**src/rtl/pmu_pkg.sv**
```systemverilog
// Shared types for the power sequencer: per-domain state encoding and the
// enable/powerup/ready pattern each state drives.
package pmu_pkg;

  typedef enum logic [1:0] {
    ST_ON     = 2'd0,
    ST_DRAIN  = 2'd1,
    ST_OFF    = 2'd2,
    ST_WARMUP = 2'd3
  } dom_state_t;

  typedef struct packed {
    logic enable;
    logic powerup;
    logic ready;
  } dom_out_t;

  localparam dom_out_t OUT_ON     = '{enable: 1'b1, powerup: 1'b1, ready: 1'b1};
  localparam dom_out_t OUT_DRAIN  = '{enable: 1'b0, powerup: 1'b1, ready: 1'b0};
  localparam dom_out_t OUT_OFF    = '{enable: 1'b0, powerup: 1'b0, ready: 1'b0};
  localparam dom_out_t OUT_WARMUP = '{enable: 1'b0, powerup: 1'b1, ready: 1'b0};

  // Bits needed to hold 0..max_val; never narrower than one bit.
  function automatic int unsigned cnt_width(input int unsigned max_val);
    return (max_val < 1) ? 1 : $clog2(max_val + 1);
  endfunction

  function automatic dom_out_t decode_state(input dom_state_t s);
    dom_out_t o;
    case (s)
      ST_ON:     o = OUT_ON;
      ST_DRAIN:  o = OUT_DRAIN;
      ST_OFF:    o = OUT_OFF;
      ST_WARMUP: o = OUT_WARMUP;
      default:   o = OUT_ON;
    endcase
    return o;
  endfunction

endpackage

```
**src/rtl/pmu_domain_fsm.sv**
```systemverilog
// One gated HF clock domain: ON -> DRAIN -> OFF -> WARMUP -> ON, with an idle
// run counter gating power-down and a fixed-length warmup on wake.
module pmu_domain_fsm
  import pmu_pkg::*;
#(
  parameter int unsigned IDLE_CYCLES   = 16,
  parameter int unsigned WARMUP_CYCLES = 4
) (
  input  logic fast_clk,
  input  logic reset,
  input  logic wake_req,
  input  logic busy,
  input  logic sleep_armed,
  output logic clkhf_enable,
  output logic clkhf_powerup,
  output logic domain_ready
);

  localparam int unsigned IDLE_W = cnt_width(IDLE_CYCLES - 1);
  localparam int unsigned WARM_W = cnt_width(WARMUP_CYCLES - 1);
  localparam logic [IDLE_W-1:0] IDLE_LAST = IDLE_W'(IDLE_CYCLES - 1);
  localparam logic [WARM_W-1:0] WARM_LAST = WARM_W'(WARMUP_CYCLES - 1);

  dom_state_t        r_state, w_state_nxt;
  logic [IDLE_W-1:0] r_idle_cnt, w_idle_nxt;
  logic [WARM_W-1:0] r_warm_cnt, w_warm_nxt;
  dom_out_t          r_out;

  always_ff @(posedge fast_clk or posedge reset) begin
    if (reset) begin
      r_state    <= ST_ON;
      r_idle_cnt <= '0;
      r_warm_cnt <= '0;
      r_out      <= OUT_ON;
    end else begin
      r_state    <= w_state_nxt;
      r_idle_cnt <= w_idle_nxt;
      r_warm_cnt <= w_warm_nxt;
      r_out      <= decode_state(w_state_nxt);
    end
  end

  always_comb begin
    w_state_nxt = r_state;
    w_idle_nxt  = r_idle_cnt;
    w_warm_nxt  = r_warm_cnt;
    unique case (r_state)
      ST_ON: begin
        w_warm_nxt = '0;
        // Any activity or a disarmed sequencer restarts the idle run.
        if (!busy && !wake_req && sleep_armed) begin
          if (r_idle_cnt == IDLE_LAST) begin
            w_state_nxt = ST_DRAIN;
            w_idle_nxt  = '0;
          end else begin
            w_idle_nxt = r_idle_cnt + IDLE_W'(1);
          end
        end else begin
          w_idle_nxt = '0;
        end
      end
      ST_DRAIN: begin
        w_state_nxt = wake_req ? ST_WARMUP : ST_OFF;
        w_warm_nxt  = '0;
      end
      ST_OFF: begin
        if (wake_req) begin
          w_state_nxt = ST_WARMUP;
          w_warm_nxt  = '0;
        end
      end
      ST_WARMUP: begin
        if (r_warm_cnt == WARM_LAST) begin
          w_state_nxt = ST_ON;
          w_idle_nxt  = '0;
          w_warm_nxt  = '0;
        end else begin
          w_warm_nxt = r_warm_cnt + WARM_W'(1);
        end
      end
      default: w_state_nxt = ST_ON;
    endcase
  end

  assign clkhf_enable  = r_out.enable;
  assign clkhf_powerup = r_out.powerup;
  assign domain_ready  = r_out.ready;

endmodule

```
**src/rtl/power_sequencer.sv**
```systemverilog
// Power sequencer: NUM_DOMAINS independent HF clock domain FSMs sharing one
// sleep_armed qualifier. Define PMU_RDSP_TRIGGER_EN to arm sleep from rdsp hits;
// otherwise sleep is permanently armed and rdsp is ignored.
module power_sequencer
  import pmu_pkg::*;
#(
  parameter int unsigned NUM_DOMAINS   = 2,
  parameter int unsigned DATA_WIDTH    = 32,
  parameter int unsigned IDLE_CYCLES   = 16,
  parameter int unsigned WARMUP_CYCLES = 4,
  parameter logic [DATA_WIDTH-1:0] TRIGGER_VALUE = DATA_WIDTH'(32'h1000),
  parameter int unsigned TRIGGER_COUNT = 2
) (
  input  logic                   fast_clk,
  input  logic                   reset,
  input  logic [DATA_WIDTH-1:0]  rdsp,
  input  logic [NUM_DOMAINS-1:0] wake_req,
  input  logic [NUM_DOMAINS-1:0] busy,
  output logic [NUM_DOMAINS-1:0] clkhf_enable,
  output logic [NUM_DOMAINS-1:0] clkhf_powerup,
  output logic [NUM_DOMAINS-1:0] domain_ready,
  output logic                   sleep_armed
);

`ifdef PMU_RDSP_TRIGGER_EN
  localparam int unsigned TRIG_W = cnt_width(TRIGGER_COUNT);
  localparam logic [TRIG_W-1:0] TRIG_SAT = TRIG_W'(TRIGGER_COUNT);

  logic [TRIG_W-1:0] r_trig_cnt, w_trig_nxt;
  logic              r_sleep_armed;

  // Saturating hit counter; once full, sleep stays armed until reset.
  always_comb begin
    w_trig_nxt = r_trig_cnt;
    if ((rdsp == TRIGGER_VALUE) && (r_trig_cnt != TRIG_SAT)) begin
      w_trig_nxt = r_trig_cnt + TRIG_W'(1);
    end
  end

  always_ff @(posedge fast_clk or posedge reset) begin
    if (reset) begin
      r_trig_cnt    <= '0;
      r_sleep_armed <= 1'b0;
    end else begin
      r_trig_cnt    <= w_trig_nxt;
      r_sleep_armed <= (w_trig_nxt == TRIG_SAT);
    end
  end

  assign sleep_armed = r_sleep_armed;
`else
  logic w_unused_trigger;

  assign w_unused_trigger = ^{rdsp, TRIGGER_VALUE, 32'(TRIGGER_COUNT)};
  assign sleep_armed      = 1'b1;
`endif

  for (genvar g = 0; g < NUM_DOMAINS; g++) begin : g_dom
    pmu_domain_fsm #(
      .IDLE_CYCLES   (IDLE_CYCLES),
      .WARMUP_CYCLES (WARMUP_CYCLES)
    ) u_fsm (
      .fast_clk      (fast_clk),
      .reset         (reset),
      .wake_req      (wake_req[g]),
      .busy          (busy[g]),
      .sleep_armed   (sleep_armed),
      .clkhf_enable  (clkhf_enable[g]),
      .clkhf_powerup (clkhf_powerup[g]),
      .domain_ready  (domain_ready[g])
    );
  end

endmodule

```
**config.mk**
```make
export PLATFORM = sky130hd
export DESIGN_NAME = power_sequencer
export DESIGN_NICKNAME = d
export VERILOG_FILES = /design/src/rtl/pmu_pkg.sv /design/src/rtl/pmu_domain_fsm.sv /design/src/rtl/power_sequencer.sv
export SDC_FILE = /design/constraint.sdc
export NUM_CORES = 1
export LEC_CHECK = 0
export CAP_MARGIN = 20
export CORE_MARGIN = 2
export CORE_UTILIZATION = 25
export DETAILED_ROUTE_END_ITERATION = 10
export PLACE_DENSITY_LB_ADDON = 0.05
export SLEW_MARGIN = 20
export SYNTH_ARGS = -nofsm -noshare
export SYNTH_HDL_FRONTEND = slang
export SYNTH_SLANG_ARGS = --single-unit
```
**constraint.sdc**
```tcl
create_clock -name fast_clk -period 3.05 [get_ports fast_clk]
set_clock_uncertainty 0.1 [all_clocks]
set_input_delay 0.4575 -clock fast_clk [delete_from_list [all_inputs] [get_ports fast_clk]]
set_output_delay 0.4575 -clock fast_clk [all_outputs]
set_load 0.02 [all_outputs]
```
# Word level (Yosys, flattened, before mapping)
# Index checks and enable logic that the tools add are counted.
# op_classes
add_sub_neg	4
n_mul	0
div_mod_pow	0
n_lt_le_gt_ge	0
eq_ne	20
n_shift	0
n_mux	28
n_bitwise	0
reduce_logical	18
# op_table
op	n
$mux W2	12
$mux W4	6
$eq A2 B2 Y1 const B	10
$pmux W3 S3	2
$pmux W2 S4	2
$pmux W4 S2	2
$pmux W2 S3	2
$add A4 B1 Y4 const B	2
$eq A2 B1 Y1 const B	4
$eq A4 B4 Y1 const B	2
$logic_not A2 Y1	4
$reduce_or A2 Y1	4
$add A2 B1 Y2 const B	2
$logic_not A1 Y1	4
$ne A2 B1 Y1 const B	2
$ne A2 B2 Y1 const B	2
$reduce_and A2 Y1	2
$reduce_bool A2 Y1	2
$logic_and A1 B1 Y1	2
$mux W1	2
# word_totals
register_bits	22
latchBits	0
mem_bits_rw	0
mem_bits_ro	0
input_bits	38
output_inout_bits	7
wordCells	82
n_memories	0

# Depth between registers and ports, before layout
# logic_depth
depth_word	7
ltp_mapped	5
mapped_depth_nobuf	5

# Modules after synthesis
# From an unflattened synthesis, not the netlist that was laid out.
# hier_totals
cells_unflattened	94
hier_area_um2	1037.2
# modules_own_cells
module	instances	cells_per_inst	area_each_um2	seq_area_each_um2
pmu_domain_fsm	2	46	513.0	252.7
power_sequencer	1	2	11.3	0.0

# Least setup slack after synthesis
# No wires, ideal clock.
# synth_timing
path_type	reg2reg
startpoint	register g_dom[0].u_fsm.r_state[1]
endpoint	register g_dom[0].u_fsm.r_out, in the netlist g_dom[0].u_fsm.clkhf_enable
setup_time_ns	0.077
arrival_time_ns	1.166
required_time_ns	2.873
slack_ns	1.706
stages_incl_launch_ff	5
n_path_buf	1
period_less_slack_ns	1.344
path_cell_list	dfrtp_1 -> buf_6 -> nor4_4 -> nand4_1 -> and2_1
# synth_between
elab_chain_cells	6
elab_cells_between_ends	15
classes_between	eq/ne (6); mux (6); reduce/logical (3)
# synth_rtl
element	line_no	source
start, declared	pmu_domain_fsm.sv:24	dom_state_t r_state, w_state_nxt;
start signal, assigned	pmu_domain_fsm.sv:36	r_state <= w_state_nxt;
$mux W2	pmu_domain_fsm.sv:52	if (r_idle_cnt == IDLE_LAST) begin
$mux W2	pmu_domain_fsm.sv:51	if (!busy && !wake_req && sleep_armed) begin
$pmux W2 S4 (*)	pmu_domain_fsm.sv:47	unique case (r_state)
$eq A2 B1 Y1 or $eq A2 B2 Y1 (tied branches)	pmu_pkg.sv:30	case (s)
$reduce_or A2 Y1 (no source line)	-	
$pmux W3 S3 (*)	pmu_pkg.sv:30	
end signal, assigned	pmu_domain_fsm.sv:39	r_out <= decode_state(w_state_nxt);
end, declared	pmu_domain_fsm.sv:27	dom_out_t r_out;
# Mark *: on every way between the ends. The rest lies on a longest branch, timed or not.
# A chain may end at the register's enable or synchronous reset.

# Final worst setup path
# layout_timing
startpoint	register g_dom[1].u_fsm.r_out, in the netlist g_dom[1].u_fsm.clkhf_enable
endpoint	output clkhf_enable[1]
# layout_lines
element	line_no	source
start, declared	pmu_domain_fsm.sv:27	
start signal, assigned	pmu_domain_fsm.sv:39	
end, declared	power_sequencer.sv:19	output logic [NUM_DOMAINS-1:0] clkhf_enable,
# No word-level cell between the ends.

==> impl_metrics.tcl <==
set metrics [dict create \
    layout-drive-gt1-share_pct 10.58 \
    groute.usage.overall_pct 9.417 \
    yosysWarnings 0 \
    first_global_vias 674 \
    synth_cells 99 \
    first_pass_iters 3 \
    core-area_sq_um 4029 \
    max_stage_delay_ns 0.59 \
    outcome "complete, no violations" \
    fin_hold_ws_ns 0.4104 \
    htree_num_levels 1 \
    worstSkewPairLatency_ns 0.26 \
    initial_antenna_violation_count 0 \
    critical_path.top_delay_family "buffers and inverters" \
    clock_tree.root_cell "sky130_fd_sc_hd__clkbuf_8" \
    synth_cell_types 30 \
    floorplan.die.height_microns 68.72 \
    dp_worst_setup_slack_ns 1.045 \
    critPathMaxFanout 2 \
    end_kind "primary output" \
    avgRoutedWirePerCell_microns 11.21 \
    setup_ws_ns 1.116 \
    worst_pin_slew_ns 0.7784 \
    worst-endpoint-arrival_ns 1.38 \
    fmaxAchievable_mhz 517.2 \
    via_density_per_instance 4.331 \
    report.final.hold_viol_count 0 \
    io_buffers 11 \
    setup_total_negative_slack_ns 0 \
    routed_wl_microns 1727 \
    clk_pin_slew_worst_paths_ns 0.08 \
    peakVddDrop_mv 0.3477 \
    critical_path_buf_inv_count 1 \
    netlist_area_sq_um 1047 \
    final_cells 154 \
    drt_iter0_markers 32 \
    post-layout-total-power_w 0.0008964 \
    ioPinCount 45 \
    filler_cell_count 422 \
    floorplan.die.width_microns 68.72 \
    post-route-period-util_pct 63.39 \
    maxSlewViolCount 0 \
    synth_area_per_cell_sq_um 10.58 \
    postSynthNetCount 141 \
    place.gp.congestion 0.6891 \
    layout.nets 147 \
    synth.yosys.seq_area_share_pct 48.27 \
    dpl.cell_count 150 \
    first_pass_grt_wire_length_microns 3263 \
    grt_max_degree 21 \
    rsz0062_at_grt "false" \
    layout_commonest_cell "sky130_fd_sc_hd__dfrtp_1" \
    numClockSinks 20 \
    final_cell_mix "sky130_fd_sc_hd__dfrtp_1 (16), sky130_fd_sc_hd__clkdlybuf4s50_1 (11), sky130_fd_sc_hd__nand3_1 (9), sky130_fd_sc_hd__nand2_1 (7), sky130_fd_sc_hd__nor2b_1 (6)" \
    worst_hold_path_type "reg -> reg" \
    antenna_cells_inserted 0 \
    timing.critical_path.required_ns 2.49 \
    cts_hold_buffers 0 \
    power_leakage_nw 0.5038 \
    synth.top_cells.by_area "sky130_fd_sc_hd__dfrtp_1 (38%), sky130_fd_sc_hd__dfstp_2 (10%), sky130_fd_sc_hd__buf_4 (5.0%), sky130_fd_sc_hd__ha_1 (4.8%), sky130_fd_sc_hd__nand3_1 (4.3%)" \
    synth_top_cell_area_share_pct 38.23 \
    slew_headroom_pct 48.05 \
    place.detailed.hpwl_microns 1238 \
    die_area_sq_um 4722 \
    ys_ff_latch 20 \
    route.detailed.drc 0 \
    maxCapViolCount 0 \
    row_count 23 \
    numCtsBuffers 3 \
    setup_viol 0 \
    clock_tree.buffer_depth 2 \
    cts_tree "done" \
    finalCriticalPeriod_ns 1.934 \
    criticalPathCategory "reg -> out" \
    power.density_nw_per_um2 740.1 \
    start_kind "flop" \
    synth_top_area_cell "sky130_fd_sc_hd__dfrtp_1" \
    worst_path_slowest_cell "sky130_fd_sc_hd__clkdlybuf4s50_1" \
    area_growth_syn_to_layout_pct 15.65 \
    r2r_setup_slack_ns 1.51 \
    grt_overflow 0 \
    post_cts_resized 0 \
    effective_utilization_at_floorplan_pct 25.99 \
    vias 667 \
    critical_path.cell_chain "clkdlybuf4s50_1" \
    cts_setup_buffers 0 \
    ant_nets 0 \
]
==> worst paths after layout <==
path,start,end,cells past startpoint
setup reg to reg,g_dom[0].u_fsm.r_state[0],g_dom[0].u_fsm.clkhf_enable,3
setup / recovery,g_dom[1].u_fsm.clkhf_enable,clkhf_enable[1],1
max in group asynchronous,reset,g_dom[0].u_fsm.r_state[1],2
hold reg to reg,g_dom[1].u_fsm.r_idle_cnt[2],g_dom[1].u_fsm.r_idle_cnt[2],1
min in group asynchronous,reset,g_dom[0].u_fsm.r_warm_cnt[0],2
hold / removal,g_dom[1].u_fsm.r_idle_cnt[2],g_dom[1].u_fsm.r_idle_cnt[2],1
==> Yosys cell counts, drive strengths merged <==
library cell / number
ha: 4
nor2b: 6
xor2: 3
nand2b: 3
a22oi: 4
o2bb2ai: 1
a21oi: 2
nor4: 2
a41oi: 1
inv: 6
nand2: 7
and2: 2
dfrtp: 16
a31oi: 1
dfstp: 4
nand4: 1
nor3b: 1
nand3: 9
mux2i: 3
or2: 2
conb: 1
nor2: 3
o211ai: 1
o21ai: 4
a22o: 2
buf: 10
==> worst register-to-register path: stages, from the launching register on <==
cell,delay [ns]
sky130_fd_sc_hd__dfrtp_1,0.51
sky130_fd_sc_hd__nor4_4,0.47
sky130_fd_sc_hd__nand4_1,0.20
sky130_fd_sc_hd__and2_1,0.20
==> metal layers <==
metal | track usage, % | vias up | part of all wire (%)
met5 | 0 | - | 0
met4 | 2.941 | 0 | 1.6
met3 | 3.409 | 2 | 2.8
met2 | 13.94 | 7 | 45
met1 | 12.76 | 316 | 51
li1 | - | 342 | -
==> layout make-up <==
type,instances,area [sq um],share of cell area (%)
clock buffer,3,41.29,3.409
timing repair buffer,11,110.1,9.091
tap,50,62.56,5.165
inverter,6,22.52,1.860
sequential,20,505.5,41.74
multi-input combinational,63,439.2,36.26
clock inverter,1,30.03,2.479
==> registers in the layout, indices dropped and copies added, names as in the netlist <==
register	flops
g_dom.u_fsm.r_idle_cnt	8
g_dom.u_fsm.r_state	4
g_dom.u_fsm.r_warm_cnt	4
g_dom.u_fsm.clkhf_enable	2
g_dom.u_fsm.clkhf_powerup	2
==> cell families after synthesis <==
family | share of synthesized area (%)
and+or+nand+nor | 21.03
DFF | 48.27
AOI/OAI and AO/OA | 10.39
buffers and inverters | 9.796
adders and majority gates | 4.779
xor gates and xnor gates | 2.509
muxes | 2.867
other | 0.3581
==> stage by stage <==
stage	area, sq um	utilization, %
after CTS	1211	30.06
final	1211	30.06
after floorplan	1047	-
after global placement	1140	28.29
after detailed placement	1140	28.29
after global routing	1211	30.06
==> power breakdown <==
group / total, W / internal [W] / switching (W)
Sequential: 0.000390 / 0.000330 / 0.0000607
Clock: 0.000264 / 0.000175 / 0.0000886
Combinational: 0.000242 / 0.000121 / 0.000121
Total: 0.000896 / 0.000626 / 0.000270
No activity file was read; power rests on OpenSTA's default activity.
==> RTL change 1, RTL diff (config.mk and constraints unchanged) <==
`WARMUP_CYCLES` is set to 4 in 2 places; all go to 5.
--- a/src/rtl/pmu_domain_fsm.sv
+++ b/src/rtl/pmu_domain_fsm.sv
@@ -6,3 +6,3 @@
   parameter int unsigned IDLE_CYCLES   = 16,
-  parameter int unsigned WARMUP_CYCLES = 4
+  parameter int unsigned WARMUP_CYCLES = 5
 ) (
--- a/src/rtl/power_sequencer.sv
+++ b/src/rtl/power_sequencer.sv
@@ -9,3 +9,3 @@
   parameter int unsigned IDLE_CYCLES   = 16,
-  parameter int unsigned WARMUP_CYCLES = 4,
+  parameter int unsigned WARMUP_CYCLES = 5,
   parameter logic [DATA_WIDTH-1:0] TRIGGER_VALUE = DATA_WIDTH'(32'h1000),
Check against the original RTL: same outputs for any inputs over 10 cycles, from zero or initial values and one cycle with reset high; that may be too few to reach the edited logic, so the function may still have changed.
==> RTL change 1 against the unedited design <==
Sequential power is 27% higher. Sequential cell count grew 2. Register-to-register slack gained 0.02 ns. Critical path depth did not move. Via count rose by 9.9%. Setup slack got worse by 0.0098 ns. Power up 26%. Synthesized cell count is 12% higher. Final area up 12%. Sequential share of layout area shrank 0.89 points. Global-route usage is 0.63 points lower. Fmax shrank 0.50%. Area after synthesis up 12%. Wire length up 19%.
==> RTL change 1: results (changes against the unedited design) <==
Run status: finished, final reports clean (unchanged). The post-synthesis net count came out at 155 (was 141). The number of signal-net inverters in the final layout came out at 8 (was 6). The average detailed-routed wire length per instance is 12.15 µm (was 11.21 µm). The part of the cycle the worst path needs is 0.6372 (was 0.6339). The sequential share of the synthesized area is 0.4723 (was 0.4827). The final standard cell count with taps included and fillers excluded came out at 169 (was 154).

The wire length of the first global-routing pass was 3.601 mm (was 3.263 mm). The global placer's final weighted congestion is 0.6959 (was 0.6891). The via count of the first global-routing pass came out at 774 (was 674). The depth of the worst register-to-register path came out at 6 (was 3). The ratio of routed vias to standard cells came out at 4.337 (was 4.331). The startpoint of the worst setup timing path is g_dom[0].u_fsm.clkhf_enable (was g_dom[1].u_fsm.clkhf_enable).

The post-place setup slack came out at 1.193 ns (was 1.045 ns). The met2 wirelength from detailed routing is 960 µm (was 774 µm). The horizontal die dimension is 72.59 µm (was 68.72 µm).

Leading cell types by total area after synthesis: sky130_fd_sc_hd__dfrtp_1, sky130_fd_sc_hd__dfstp_2, sky130_fd_sc_hd__ha_1, sky130_fd_sc_hd__buf_4, sky130_fd_sc_hd__nor4_4 (was sky130_fd_sc_hd__dfrtp_1, sky130_fd_sc_hd__dfstp_2, sky130_fd_sc_hd__buf_4, sky130_fd_sc_hd__ha_1, sky130_fd_sc_hd__nand3_1). The worst-case headroom to the max-slew limit is 0.4157 (was 0.4805). The capture point of the critical path is domain_ready[0] (was clkhf_enable[1]).

The total routing resource utilization after global routing is 0.08791 (was 0.09417). The capture point of the worst reg-to-reg path is g_dom[0].u_fsm.r_idle_cnt[1] (was g_dom[0].u_fsm.clkhf_enable). The cell count after placement is 165 (was 150).

The number of unique standard cell types used by synthesis is 31 (was 30). The utilization after layout is 0.3060 (was 0.3006). The register-to-register setup slack is 1.53 ns (was 1.51 ns).

The buffer share of cell area was 0.08096 (was 0.09091). The area of placed instances is 1289 µm² (was 1140 µm²). The static power due to leakage came to 0.5633 nW (was 0.5038 nW). The fraction of standard cell area in multi-input logic came out at 0.3882 (was 0.3626). The mean post-synth cell area is 10.60 µm² (was 10.58 µm²). The source of the worst register-to-register timing path is g_dom[0].u_fsm.r_warm_cnt[0] (was g_dom[0].u_fsm.r_state[0]). The total of fill cells in the finished design is 478 (was 422).
==> RTL change 1: cell types whose count changed after synthesis, sizes merged, moves of 2 or more <==
cell,change
a21boi,+4
nand3,-2
dfrtp,+2
ha,+2
nand2,+2
inv,+2
==> RTL change 1: power by group <==
group,switching [mW],leakage (nW),internal [mW]
combinational,0.174,0.261,0.180
clock,0.0998,0.0357,0.175
sequential,0.105,0.267,0.391
==> RTL change 1: cells by family after synthesis <==
| group | after synthesis | synth area share |
|---|---|---|
| other cells | 1 | 0.003188 |
| simple gates | 39 | 0.2138 |
| flops | 22 | 0.4723 |
| buf+inv | 17 | 0.07872 |
| xor+xnor | 4 | 0.02978 |
| compound gates | 19 | 0.1128 |
| fa+ha+maj | 6 | 0.06383 |
| mux | 3 | 0.02553 |
==> RTL change 1: metal layers <==
metal	up-vias	GRT usage
li1	382	-
met1	335	0.1096
met2	14	0.1475
met3	2	0.03039
met4	0	0.01852
met5	-	0
==> RTL change 2, RTL diff (same settings) <==
Made on the original files. The 4 states of `dom_state_t` get a Gray code encoding in 2 bits.
--- a/src/rtl/pmu_pkg.sv
+++ b/src/rtl/pmu_pkg.sv
@@ -5,6 +5,6 @@
   typedef enum logic [1:0] {
-    ST_ON     = 2'd0,
-    ST_DRAIN  = 2'd1,
-    ST_OFF    = 2'd2,
-    ST_WARMUP = 2'd3
+    ST_ON     = 2'b00,
+    ST_DRAIN  = 2'b01,
+    ST_OFF    = 2'b11,
+    ST_WARMUP = 2'b10
   } dom_state_t;
Function: same outputs for any inputs over 10 cycles, from zero or initial values and one cycle with reset high; not proved beyond that.
==> RTL change 2 against the unedited design <==
Wire length down 7.4%. Fmax about the same. Worst hold slack better by 0.034 ns. Synthesized cell count down 9.1%. Final area down 5.3%. Area after synthesis down 6.9%. Utilization up 0.81 points. Setup slack about the same. Sequential cell count unchanged. Critical path depth unchanged.
Power is not compared: it rests on default switching activity, and its combinational part moved more than twofold at a synthesized area within 25%.
==> RTL change 2: results (changes against the unedited design) <==
Run status: finished, final reports clean (unchanged). The area of placed instances came out at 1092 µm² (was 1140 µm²). The fraction of final layout cells with drive strength greater than 1 came to 0.1327 (was 0.1058).

The number of detailed-route iterations in the first pass is 4 (was 3). Most numerous cell types in the synthesized netlist: sky130_fd_sc_hd__dfrtp_1, sky130_fd_sc_hd__buf_4, sky130_fd_sc_hd__inv_1, sky130_fd_sc_hd__nor2b_1 (was sky130_fd_sc_hd__dfrtp_1, sky130_fd_sc_hd__nand3_1, sky130_fd_sc_hd__buf_4, sky130_fd_sc_hd__nand2_1, sky130_fd_sc_hd__nor2b_1). The register-to-register setup slack was 1.54 ns (was 1.51 ns). The cell class contributing the biggest share of worst-path delay was buffers and inverters (unchanged). The number of nets in the final layout is 141 (was 147). The total length of routed wires is 1.599 mm (was 1.727 mm). The fraction of the mapped netlist area in adder cells is 0.05135 (was 0.04779). The XOR/XNOR share of the synthesized area was 0 (was 0.02509). The met1 wire length is 748 µm (was 877 µm). The via count is 654 (was 667). The global placer's final weighted congestion came out at 0.7325 (was 0.6891). The number of unique standard cell types used by synthesis is 31 (was 30). The placed wire-length estimate after detailed placement is 1.159 mm (was 1.238 mm). The compound-cell area share of the yosys netlist came to 0.1463 (was 0.1039).

The peak per-stage delay on the critical path was 0.59 ns (about the same). The met3 layer wire length in the routed design is 69 µm (was 48 µm). The met2 wirelength from detailed routing came out at 761 µm (was 774 µm).

The met3 routing resource usage after global routing is 0.03578 (was 0.03409). The via count of the first global-routing pass came out at 629 (was 674). The wire length of the first global-routing pass was 2.918 mm (was 3.263 mm).

The post-synthesis net count is 132 (was 141). The total of fill cells in the finished design came out at 389 (was 422). The met1 track demand over resource in global routing is 0.1084 (was 0.1276).

The worst-case headroom to the max-slew limit is 0.4989 (was 0.4805). The mux contribution to synthesized area is 0 (was 0.02867). The met2 track demand over resource came out at 0.1438 (was 0.1394).

Leading cell types by total area after synthesis: sky130_fd_sc_hd__dfrtp_1, sky130_fd_sc_hd__dfstp_2, sky130_fd_sc_hd__buf_4, sky130_fd_sc_hd__ha_1, sky130_fd_sc_hd__nor2b_1 (was sky130_fd_sc_hd__dfrtp_1, sky130_fd_sc_hd__dfstp_2, sky130_fd_sc_hd__buf_4, sky130_fd_sc_hd__ha_1, sky130_fd_sc_hd__nand3_1).
## RTL change 2: cell count changes in the layout (fill, tap and decap cells not counted), moves of 3 or more
cell	change
sky130_fd_sc_hd__a21oi_1	+3
sky130_fd_sc_hd__a22oi_1	-4
sky130_fd_sc_hd__mux2i_1	-3
sky130_fd_sc_hd__nand3_1	-7
sky130_fd_sc_hd__nor3_1	+3
sky130_fd_sc_hd__o21ai_1	-3
sky130_fd_sc_hd__xor2_1	-3
## RTL change 2: path summary, 6_finish.rpt
check,end,startpoint
max in group asynchronous,g_dom[0].u_fsm.r_state[0],reset
setup / recovery,domain_ready[1],g_dom[1].u_fsm.clkhf_enable
hold reg to reg,g_dom[1].u_fsm.r_idle_cnt[0],g_dom[1].u_fsm.r_idle_cnt[0]
min in group asynchronous,g_dom[1].u_fsm.r_idle_cnt[1],reset
hold / removal,g_dom[1].u_fsm.r_idle_cnt[0],g_dom[1].u_fsm.r_idle_cnt[0]
setup reg to reg,g_dom[0].u_fsm.r_idle_cnt[0],g_dom[0].u_fsm.r_state[0]
## RTL change 2: layout make-up
cell class,instances,share of cell area
multi-input cells,56,0.3402
repair buffers,11,0.09597
flip-flops and latches,20,0.4406
well taps,48,0.05234
clock buffers,4,0.04798
inverters,7,0.02290
## RTL change 2: stage by stage
stage / power, mW / util / setup slack, ns / instances / hold WS, ns
2_1_floorplan: 0.2955 / - / 1.615 / 90 / 0.3184
3_3_place_gp: 0.3079 / 0.2939 / 1.078 / 142 / 0.4230
3_5_place_dp: 0.3075 / 0.2939 / 1.073 / 142 / 0.4329
4_1_cts: 0.5138 / 0.3088 / 1.097 / 146 / 0.4547
5_1_grt: 0.5330 / 0.3088 / 1.061 / 146 / 0.4690
6_report: 0.5032 / 0.3088 / 1.116 / 146 / 0.4440
